--- src/rtl/des_perm_pipe.sv ---
// ---------------------------------------------------------------------------
// des_perm_pipe
//   Applies a per-block selectable DES bit permutation (IP, IP^-1 or bypass)
//   to a 64-bit block and carries the result, its sideband tag and a
//   mode-error flag through an elastic pipeline of STAGES register stages
//   with valid/ready backpressure.
//
//   DES numbering: DES bit n (1..64) is vector bit [64-n], so the MSB of every
//   64-bit port is DES bit 1.
//
// Ports
//   clk_in          single clock, rising edge
//   rst_n_in        asynchronous active-low reset
//   flush_in        synchronous clear of every in-flight block
//   data_in         input block
//   mode_in         00 = IP, 01 = FP (IP^-1), 10 = bypass, 11 = reserved
//   tag_in          sideband carried unchanged with the block
//   data_in_valid   upstream offers a block
//   data_in_ready   block accepted when data_in_valid && data_in_ready
//   data_out        permuted block (meaningful only while data_out_valid)
//   tag_out         tag of data_out
//   mode_err_out    block was issued with the reserved mode
//   data_out_valid  data_out holds a block
//   data_out_ready  downstream accepts
//   occupancy_out   number of valid stages
// ---------------------------------------------------------------------------
module des_perm_pipe #(
    parameter int unsigned STAGES = 1,
    parameter int unsigned TAG_W  = 4
) (
    input  logic                         clk_in,
    input  logic                         rst_n_in,
    input  logic                         flush_in,
    input  logic [63:0]                  data_in,
    input  logic [1:0]                   mode_in,
    input  logic [TAG_W-1:0]             tag_in,
    input  logic                         data_in_valid,
    output logic                         data_in_ready,
    output logic [63:0]                  data_out,
    output logic [TAG_W-1:0]             tag_out,
    output logic                         mode_err_out,
    output logic                         data_out_valid,
    input  logic                         data_out_ready,
    output logic [$clog2(STAGES+1)-1:0]  occupancy_out
);

    localparam int unsigned OCC_W = $clog2(STAGES + 1);

    localparam logic [1:0] MODE_IP  = 2'b00;
    localparam logic [1:0] MODE_FP  = 2'b01;
    localparam logic [1:0] MODE_BYP = 2'b10;

    // Standard DES initial permutation: output DES bit k takes input DES bit IP_TAB[k-1].
    localparam int unsigned IP_TAB [64] = '{
        58, 50, 42, 34, 26, 18, 10,  2,
        60, 52, 44, 36, 28, 20, 12,  4,
        62, 54, 46, 38, 30, 22, 14,  6,
        64, 56, 48, 40, 32, 24, 16,  8,
        57, 49, 41, 33, 25, 17,  9,  1,
        59, 51, 43, 35, 27, 19, 11,  3,
        61, 53, 45, 37, 29, 21, 13,  5,
        63, 55, 47, 39, 31, 23, 15,  7
    };

    // Standard DES final permutation (IP^-1).
    localparam int unsigned FP_TAB [64] = '{
        40,  8, 48, 16, 56, 24, 64, 32,
        39,  7, 47, 15, 55, 23, 63, 31,
        38,  6, 46, 14, 54, 22, 62, 30,
        37,  5, 45, 13, 53, 21, 61, 29,
        36,  4, 44, 12, 52, 20, 60, 28,
        35,  3, 43, 11, 51, 19, 59, 27,
        34,  2, 42, 10, 50, 18, 58, 26,
        33,  1, 41,  9, 49, 17, 57, 25
    };

    // Payload held by every pipeline stage.
    typedef struct packed {
        logic             err;
        logic [TAG_W-1:0] tag;
        logic [63:0]      data;
    } stage_t;

    stage_t             stage_q [STAGES];
    logic [STAGES-1:0]  valid_q;
    logic [OCC_W-1:0]   occ_q;

    stage_t             in_c;
    logic [63:0]        perm_c;
    logic               mode_err_c;
    logic [STAGES-1:0]  ready_c;
    logic [STAGES-1:0]  valid_d;
    logic [OCC_W-1:0]   occ_d;

    // Input permutation; the reserved mode falls through as bypass with err set.
    always_comb begin
        perm_c     = data_in;
        mode_err_c = 1'b0;
        case (mode_in)
            MODE_IP: begin
                for (int i = 0; i < 64; i++) begin
                    perm_c[6'(63 - i)] = data_in[6'(64 - IP_TAB[i])];
                end
            end
            MODE_FP: begin
                for (int i = 0; i < 64; i++) begin
                    perm_c[6'(63 - i)] = data_in[6'(64 - FP_TAB[i])];
                end
            end
            MODE_BYP: begin
                perm_c = data_in;
            end
            default: begin
                mode_err_c = 1'b1;
            end
        endcase
    end

    always_comb begin
        in_c      = '0;
        in_c.err  = mode_err_c;
        in_c.tag  = tag_in;
        in_c.data = perm_c;
    end

    // Stage i may load when it is empty or everything downstream of it can move.
    // Evaluated as "some stage at or after i is empty" to keep the chain acyclic.
    always_comb begin
        logic all_full;
        all_full = 1'b1;
        ready_c  = '0;
        for (int i = int'(STAGES) - 1; i >= 0; i--) begin
            all_full   = all_full & valid_q[i];
            ready_c[i] = !all_full || data_out_ready;
        end
    end

    assign data_in_ready = ready_c[0] && !flush_in;

    // Next stage valids; flush wins over accept and shift.
    always_comb begin
        valid_d = valid_q;
        if (flush_in) begin
            valid_d = '0;
        end else begin
            if (ready_c[0]) begin
                valid_d[0] = data_in_valid;
            end
            for (int i = 1; i < int'(STAGES); i++) begin
                if (ready_c[i]) begin
                    valid_d[i] = valid_q[i-1];
                end
            end
        end
    end

    // Occupancy tracks the valids that will be registered on this edge.
    always_comb begin
        occ_d = '0;
        for (int i = 0; i < int'(STAGES); i++) begin
            occ_d = occ_d + OCC_W'(valid_d[i]);
        end
    end

    // Valid and occupancy registers.
    always_ff @(posedge clk_in or negedge rst_n_in) begin
        if (!rst_n_in) begin
            valid_q <= '0;
            occ_q   <= '0;
        end else begin
            valid_q <= valid_d;
            occ_q   <= occ_d;
        end
    end

    // Payload registers: only real blocks are written, bubbles leave stale data.
    always_ff @(posedge clk_in or negedge rst_n_in) begin
        if (!rst_n_in) begin
            for (int i = 0; i < int'(STAGES); i++) begin
                stage_q[i] <= '0;
            end
        end else if (!flush_in) begin
            if (ready_c[0] && data_in_valid) begin
                stage_q[0] <= in_c;
            end
            for (int i = 1; i < int'(STAGES); i++) begin
                if (ready_c[i] && valid_q[i-1]) begin
                    stage_q[i] <= stage_q[i-1];
                end
            end
        end
    end

    assign data_out       = stage_q[STAGES-1].data;
    assign tag_out        = stage_q[STAGES-1].tag;
    assign mode_err_out   = stage_q[STAGES-1].err;
    assign data_out_valid = valid_q[STAGES-1];
    assign occupancy_out  = occ_q;

endmodule

--- config.mk ---
export PLATFORM = sky130hd
export DESIGN_NAME = des_perm_pipe
export DESIGN_NICKNAME = d
export VERILOG_FILES = /design/src/rtl/des_perm_pipe.sv
export SDC_FILE = /design/constraint.sdc
export NUM_CORES = 1
export LEC_CHECK = 0
export ABC_AREA = 1
export BUFFER_PORTS_ARGS = -buffer_cell sky130_fd_sc_hd__buf_2
export CAP_MARGIN = 30
export CELL_PAD_IN_SITES_DETAIL_PLACEMENT = 0
export CELL_PAD_IN_SITES_GLOBAL_PLACEMENT = 1
export CORE_UTILIZATION = 30
export CTS_BUF_LIST = sky130_fd_sc_hd__clkbuf_4
export DETAILED_ROUTE_END_ITERATION = 12
export PLACE_DENSITY_LB_ADDON = 0.15
export SYNTH_ARGS = -nofsm -noshare
export SYNTH_HDL_FRONTEND = slang
export SYNTH_SLANG_ARGS = --single-unit
--- constraint.sdc ---
create_clock -name clk_in -period 1.01 [get_ports clk_in]
set_input_delay 0.1515 -clock clk_in [delete_from_list [all_inputs] [get_ports clk_in]]
set_output_delay 0.1515 -clock clk_in [all_outputs]
set_load 0.05 [all_outputs]
==> metrics.yaml, run 1 <==
cells_and_area:
  fin_util_pct: 57.09
  insertedDiodeCount: 0
  syn_to_final_growth_pct: 82.42
  drive_gt1_share_pct: 36.02
  final_common_cell: "nand2_1"
  final_nets: 753
  final_cell_mix: "nand2_1, buf_6, buf_2"
timing:
  slew_viol_final: 0
  tightest_slew_ns: 0.5391
  whs_ns: 0.03824
  finalWorstPathRequiredPeriod_ns: 1.335
  hold_viol: 0
  skew_ns: 0.01481
  slew_headroom_pct: 64.01
  setup_viol: 142
  grt_setup_unrepaired: "yes"
  min_period_over_period_pct: 132.2
  clock.fmax_ghz: 0.7490
  worst_slack_ns: -0.3252
  setup_tns_ns: -29.00
synthesis:
  synth_top_cell_area_share_pct: 53.50
  yosys.area_share.simple_pct: 40.50
  synth-adder-area-share_pct: 0
  synth_top_family_by_area: "simple AND/OR/NAND/NOR gates"
  syn-instance-count: 437
  seq_area_frac_synth_pct: 53.50
  synth.area.mux_share_pct: 0
  synth_compound_area_share_pct: 0.6114
  syn_area_mm2: 0.003274
  synth_area_leader_cell: "dfrtp_1"
  syn-num-nets: 512
  ys_warn_count: 0
  yosys.area_share.xor_xnor_pct: 0
  synth_cell_types: 15
  synth_area_leaders: "dfrtp_1, nand2_1, nand3_1, buf_2, buf_6"
  syn_avg_cell_area_um2: 7.493
  synth_seq_cells: 70
routing:
  drc: 0
  drtIter0Drc: 171
  first_pass_iters: 4
  routedWlPerCell_um: 15.23
  ant_nets: 0
  viasPerCell: 4.531
  wl_um: 12470
  via_count: 3711
global_routing:
  grt_pass1_wl_um: 19400
  grt-ovfl-total: 0
  antenna_found_initial: 0
  grt_use_total_pct: 22.44
  grt_max_degree: 32
  grt_pass1_vias: 3818
clock_network:
  cts_sinks: 70
  cts_tree: "built"
  clockBufferDepth: 2
  clk_pin_slew_worst_paths_ns: 0.14
  cts-root-buf: "clkbuf_4"
  clock_latency_ns: 0.42
  cts_inserted_buffers: 9
  htreeDepth: 3
power:
  p_total_uw: 10590
  power_density_mw_per_mm2: 1773
  p_leak_uw: 0.003243
  peakVddDrop_uv: 967.7
critical_path:
  cp.required_ns: 1.37
  critPathMaxFanout: 7
  critPathLaunchType: "flip-flop"
  critPathKind: "flip-flop to flip-flop"
  cp-end-kind: "flip-flop"
  crit_arrival_ns: 1.69
placed_design:
  io_buffers: 146
  place_hpwl_um: 7199
  gp_congestion: 0.7766
  pre_cts_slack_ns: -0.1534
run_status:
  violations: "negative setup slack"
  status: "finished, violations left"
floorplan:
  num_rows: 37
  die_w_um: 106.5
  die-area_mm2: 0.01134
  start_util_pct: 31.30
  core_area_mm2: 0.01046
  num_io_pins: 147
  die_y_um: 106.5
min_path:
  hold_class: "input port to flip-flop"
job:
  drv_cap: 0
## synthesized netlist by cell type, drive strengths merged
| master | instances |
|---|---|
| a21oi | 1 |
| buf | 19 |
| clkbuf | 9 |
| dfrtp | 70 |
| inv | 6 |
| nand2 | 267 |
| nand3 | 61 |
| nor2 | 1 |
| o21ai | 3 |
## power by group
group,leakage (uW),switching (uW),internal [uW]
Combinational,0.00226,2610,1840
Clock,0.000105,1090,1490
Sequential,0.000874,333,3230
Total,0.00324,4030,6560
## routing by layer
metal	vias to the layer above	track usage [%]	routed length [um]
li1	1842	-	-
met1	1742	28.55	5532
met2	120	38.54	6150
met3	7	5.825	711
met4	0	4.207	77
met5	-	0	0
## sequential cells by signal, summed over array words and instances (netlist names)
name / cells
data_out: 64
mode_err_out: 1
tag_out: 4
occupancy_out: 1
## final timing paths
path	slack, ns	start	cells past startpoint	end
worst min register to register	0.51	data_out[61]$_DFFE_PN0P_	2	data_out[61]$_DFFE_PN0P_
max in group asynchronous	0.38	rst_n_in	3	data_out[16]$_DFFE_PN0P_
min in group asynchronous	0.15	rst_n_in	2	data_out[50]$_DFFE_PN0P_
worst max-delay path	-0.33	occupancy_out$_DFFE_PN0P_	8	data_out[55]$_DFFE_PN0P_
worst min-delay path	0.04	data_in[8]	5	data_out[8]$_DFFE_PN0P_
worst max register to register	-0.33	occupancy_out$_DFFE_PN0P_	8	data_out[55]$_DFFE_PN0P_
## critical path, cell delays in order (launching register included)
cell and delay (ns):
dfrtp_2 0.44, nand2_4 0.08, buf_4 0.12, nand3_4 0.13
inv_8 0.11, buf_12 0.14, clkbuf_16 0.15, nand2_1 0.05
nand2_1 0.06
## cells by family after synthesis
logic type	count (synthesis)
flip-flops	70
AO/OA/AOI/OAI	4
AND/OR/NAND/NOR	329
buffers and inverters	34
## metrics by stage
stage                     area [um^2]  cells
after CTS                        5694    790
after detailed placement         4242    708
after global routing             5973    819
final                            5973    819
after global placement           4242    708
after floorplan                  3289    437
## final cells by class
class                      instances  area (um^2)
fill                             991         4489
timing repair buffer             258         2437
sequential                        70         1753
multi-input combinational        333         1375
tap                              136        170.2
clock inverter                     7        136.4
clock buffer                       9        67.56
inverter                           6        33.78
## timing repair
| action | in CTS | in global routing |
|---|---|---|
| hold endpoints to repair | 108 | 0 |
| pin swaps | 1 | 1 |
| gates resized for setup | 163 | 8 |
| hold buffers | 39 | 0 |
| setup buffers | 20 | 28 |
| endpoints found under the setup margin | 142 | 142 |
| cloned | 7 | 3 |
(Power assumes the default switching activity.)
==> inputs of run 2 (changes only) <==
==> constraint.sdc (replaced) <==
create_clock -name clk_in -period 1.2 [get_ports clk_in]
set_input_delay 0.18 -clock clk_in [delete_from_list [all_inputs] [get_ports clk_in]]
set_output_delay 0.18 -clock clk_in [all_outputs]
set_load 0.05 [all_outputs]
==> metrics.yaml, run 2 (synthesis results as in run 1) <==
run_status:
  status: "finished, violations left"
  violations: "negative setup slack"
critical_path:
  cp.required_ns: 1.02
  crit_cells: 4
  path_cells: "nand2_4, nand2_2, inv_2, buf_8"
  critPathLaunchType: "flip-flop"
  cp-end-kind: "output pin"
  cp.buffers_inverters: 2
  rr_endpoint: "data_out[59]$_DFFE_PN0P_"
  crit_arrival_ns: 1.16
  r2r_cells: 8
  critPathMaxStageDelay_ns: 0.45
  cpMaxStageDelayCell: "dfrtp_2"
  path_delay_family: "flip-flops"
  rr_startpoint: "occupancy_out$_DFFE_PN0P_"
  critPathKind: "flip-flop to output pin"
  critPathMaxFanout: 3
  ff2ff_setup_slack_ns: -0.13
min_path:
  hold_class: "input port to flip-flop"
  hold_path.startpoint: "data_in[1]"
  hold_path_depth: 5
  hold_end: "data_out[7]$_DFFE_PN0P_"
power:
  p_leak_uw: 0.003125
  seq_power_share_pct: 36.0
  peakVddDrop_uv: 662.8
  pwr-share-comb_pct: 43.3
  p_total_uw: 8330
  cellInternalPower_uw: 4974
  clockPowerShare_pct: 20.7
  power_density_mw_per_mm2: 1441
  power.share.switching_pct: 40.29
  p_sw_uw: 3356
floorplan:
  die_w_um: 106.5
  die_y_um: 106.5
  core_area_mm2: 0.01046
  die-area_mm2: 0.01134
  start_util_pct: 31.30
  num_io_pins: 147
  num_rows: 37
global_routing:
  grt_max_degree: 57
  grt-ovfl-total: 0
  grt_pass1_wl_um: 17250
  grt_pass1_vias: 3502
  grt_use_total_pct: 19.59
  antenna_found_initial: 1
  met2_usage_pct: 33.16
  grtUsageMet3_pct: 4.169
  met1_usage_pct: 24.41
  busiest_layer: "met2"
placed_design:
  gp_congestion: 0.7565
  place_hpwl_um: 7117
  io_buffers: 146
timing:
  skew_ns: 0.02036
  grt_setup_unrepaired: "yes"
  whs_ns: 0.08597
  slew_headroom_pct: 69.53
  slew_viol_final: 0
  clock.fmax_ghz: 0.7466
  tightest_slew_ns: 0.4570
  worst_slack_ns: -0.1393
  min_period_over_period_pct: 111.6
  setup_viol: 72
  hold_viol: 0
  finalWorstPathRequiredPeriod_ns: 1.339
routing:
  drtIter0Drc: 237
  ant_nets: 0
  drc: 0
  via_count: 3708
  routedWlPerCell_um: 15.74
  first_pass_iters: 4
  wl_um: 12620
  viasPerCell: 4.623
cells_and_area:
  largest_reg_flops: 64
  fillerInstances: 1023
  final_nets: 735
  final_cell_mix: "nand2_1, buf_2, buf_6"
  drive_gt1_share_pct: 35.79
  final_common_cell: "nand2_1"
  syn_to_final_growth_pct: 76.54
clock_network:
  clockBufferDepth: 2
  clock_latency_ns: 0.41
  htreeDepth: 3
  cts_tree: "built"
  cts-root-buf: "clkbuf_4"
  cts_inserted_buffers: 9
  cts_sinks: 70
  clk_pin_slew_worst_paths_ns: 0.13
job:
  drv_cap: 0
run 2: power by group through the flow:
stage	Clock, uW	Combinational, uW	Sequential, uW
floorplan	0	574	4250
global placement	0	2680	2950
detailed placement	0	2690	2950
CTS	1780	3250	2990
global route	1880	3810	3040
finish	1720	3610	3000
run 2: routing by layer:
| layer | vias to the layer above | wire length, um |
|---|---|---|
| li1 | 1807 | - |
| met1 | 1760 | 5584 |
| met2 | 123 | 6185 |
| met3 | 18 | 671 |
| met4 | 0 | 182 |
| met5 | - | 0 |
run 2: worst max-delay path by stage:
stage	from	end	slack, ns
2_1_floorplan	occupancy_out$_DFFE_PN0P_	data_out[21]$_DFFE_PN0P_	-0.06
3_3_place_gp	occupancy_out$_DFFE_PN0P_	data_out[12]$_DFFE_PN0P_	0.09
3_5_place_dp	occupancy_out$_DFFE_PN0P_	data_out[28]$_DFFE_PN0P_	0.07
4_1_cts	occupancy_out$_DFFE_PN0P_	data_in_ready	-0.17
5_1_grt	occupancy_out$_DFFE_PN0P_	data_in_ready	-0.19
6_report	occupancy_out$_DFFE_PN0P_	data_in_ready	-0.14
run 2: tightest hold or removal path: cells and delay by family:
family                 cells  cell delay, ns
AND/OR/NAND/NOR            4            0.19
buffers and inverters      1            0.10
run 2: what timing repair did:
action,4_1_cts,5_1_grt
pin swaps,1,0
endpoints found under the setup margin,72,125
buffers inserted,5,20
gates resized for setup,137,33
hold endpoints to repair,108,0
cloned,0,15
hold buffers,39,0
run 2: final cells by class:
type                            instances  area [um^2]  area share (%)
Antenna cell                            1        2.502         0.04329
Clock buffer                            9        67.56           1.169
Clock inverter                          7        88.84           1.537
Inverter                                6        35.03          0.6061
Multi-Input combinational cell        333         1391           24.07
Sequential cell                        70         1753           30.32
Tap cell                              136        170.2           2.944
Timing Repair Buffer                  239         2256           39.03
Timing Repair inverter                  1        16.27          0.2814
run 2: per-stage QoR:
stage | setup TNS [ns] | setup slack (ns) | instance area (um^2) | utilization, % | instances
floorplan | -1.861 | -0.05557 | 3278 | - | 437
global placement | 0 | 0.08501 | 4228 | 40.41 | 706
detailed placement | 0 | 0.07148 | 4228 | 40.41 | 706
CTS | -0.4625 | -0.1716 | 5234 | 50.02 | 766
global route | -10.85 | -0.1944 | 5781 | 55.25 | 802
finish | -6.436 | -0.1393 | 5781 | 55.25 | 802
==> inputs of run 3 (changes only) <==
--- a/config.mk
+++ b/config.mk
@@ -10,8 +10,9 @@
 export CAP_MARGIN = 30
 export CELL_PAD_IN_SITES_DETAIL_PLACEMENT = 0
 export CELL_PAD_IN_SITES_GLOBAL_PLACEMENT = 1
-export CORE_UTILIZATION = 30
-export CTS_BUF_LIST = sky130_fd_sc_hd__clkbuf_4
+export CORE_ASPECT_RATIO = 1.4
+export CORE_UTILIZATION = 29
+export CTS_BUF_LIST = sky130_fd_sc_hd__clkbuf_16
 export DETAILED_ROUTE_END_ITERATION = 12
 export PLACE_DENSITY_LB_ADDON = 0.15
 export SYNTH_ARGS = -nofsm -noshare
==> metrics.yaml, run 3 (synthesis results as in run 1) <==
routing:
  viasPerCell: 4.514
  drc: 0
  via_count: 3322
  first_pass_iters: 4
  routedWlPerCell_um: 15.25
  wl_um: 11220
  drtIter0Drc: 109
  ant_nets: 0
global_routing:
  antenna_found_initial: 0
  grt-ovfl-total: 0
  grt_max_degree: 71
  grt_pass1_vias: 3194
  grt_use_total_pct: 18.27
  grt_pass1_wl_um: 16350
timing:
  skew_ns: 0.003564
  min_period_over_period_pct: 105.6
  finalWorstPathRequiredPeriod_ns: 1.268
  whs_ns: 0.03082
  worst_slack_ns: -0.06761
  slew_headroom_pct: 66.44
  setup_viol: 55
  hold_viol: 0
  clock.fmax_ghz: 0.7889
  grt_setup_unrepaired: "yes"
  slew_viol_final: 0
  tightest_slew_ns: 0.5027
placed_design:
  io_buffers: 146
  placed_cell_area_mm2: 0.004182
  place_hpwl_um: 7263
  dp_cells: 709
  gp_congestion: 0.7656
clock_network:
  cts_inserted_buffers: 9
  htreeDepth: 3
  cts_sinks: 70
  cts-root-buf: "clkbuf_16"
  clockBufferDepth: 2
  cts_tree: "built"
  clk_pin_slew_worst_paths_ns: 0.06
  clock_latency_ns: 0.33
cells_and_area:
  largest_reg_flops: 64
  final_cell_area_mm2: 0.004743
  final_cell_mix: "nand2_1, buf_2, dfrtp_1"
  final_nets: 665
  drive_gt1_share_pct: 35.80
  syn_to_final_growth_pct: 44.86
  final_common_cell: "nand2_1"
  insertedDiodeCount: 0
  instances_no_fill: 736
  fin_util_pct: 43.43
floorplan:
  die_y_um: 127.7
  die_w_um: 91.81
  num_io_pins: 147
  core_area_mm2: 0.01092
  num_rows: 45
  start_util_pct: 29.98
  die-area_mm2: 0.01173
run_status:
  status: "finished, violations left"
  violations: "negative setup slack"
power:
  peakVddDrop_uv: 607.4
  power_density_mw_per_mm2: 1759
  p_total_uw: 8344
  p_leak_uw: 0.002715
critical_path:
  critPathLaunchType: "flip-flop"
  crit_arrival_ns: 1.09
  cp-end-kind: "output pin"
  cp.required_ns: 1.02
  critPathKind: "flip-flop to output pin"
  critPathMaxFanout: 2
job:
  drv_cap: 0
min_path:
  hold_class: "input port to flip-flop"
[run 3: cell type report]
type                            count  area, um^2
Multi-Input combinational cell    333        1411
Sequential cell                    70        1753
Timing Repair Buffer              170        1077
Clock buffer                        9       225.2
Fill cell                        1179        6180
Tap cell                          141       176.4
Inverter                            6       35.03
Clock inverter                      7       65.06
[run 3: worst paths after layout]
kind	slack, ns	start	end	cells after the start
setup / recovery	-0.07	occupancy_out$_DFFE_PN0P_	data_out_valid	2
hold / removal	0.03	flush_in	occupancy_out$_DFFE_PN0P_	2
setup reg to reg	-0.05	occupancy_out$_DFFE_PN0P_	data_out[4]$_DFFE_PN0P_	7
hold reg to reg	0.47	data_out[34]$_DFFE_PN0P_	data_out[34]$_DFFE_PN0P_	2
max in group asynchronous	0.48	rst_n_in	data_out[23]$_DFFE_PN0P_	3
min in group asynchronous	0.41	rst_n_in	data_out[32]$_DFFE_PN0P_	3
[run 3: repair_timing]
item	in CTS	in global routing
endpoints found under the hold margin	70	0
pin swaps	1	2
endpoints found under the setup margin	1	69
hold buffers	1	0
gates cloned	0	7
setup buffers	2	1
resized for setup	5	30
[run 3: stage by stage]
stage	setup slack (ns)	TNS (ns)
after detailed placement	0.03708	0
after global routing	-0.09959	-4.789
after CTS	-0.07549	-0.1954
after global placement	0.05386	0
after floorplan	-0.05557	-1.861
final	-0.06761	-1.252
[run 3: metal layers]
metal	vias to the layer above	routed length (um)	track usage, %
met4	0	195	8.640
met3	15	622	4.626
met5	-	0	0
li1	1665	-	-
met1	1545	4894	22.43
met2	97	5509	30.08
[run 3: critical path, cell delays in order, from the launching register on]
cell and delay, ns:
dfrtp_2 0.42, buf_4 0.14, buf_2 0.20
[run 3: report_power, final]
group          internal, uW  total, uW  switching [uW]
clock                  1590       2640            1050
combinational           697       2790            2090
sequential             2730       2920             190
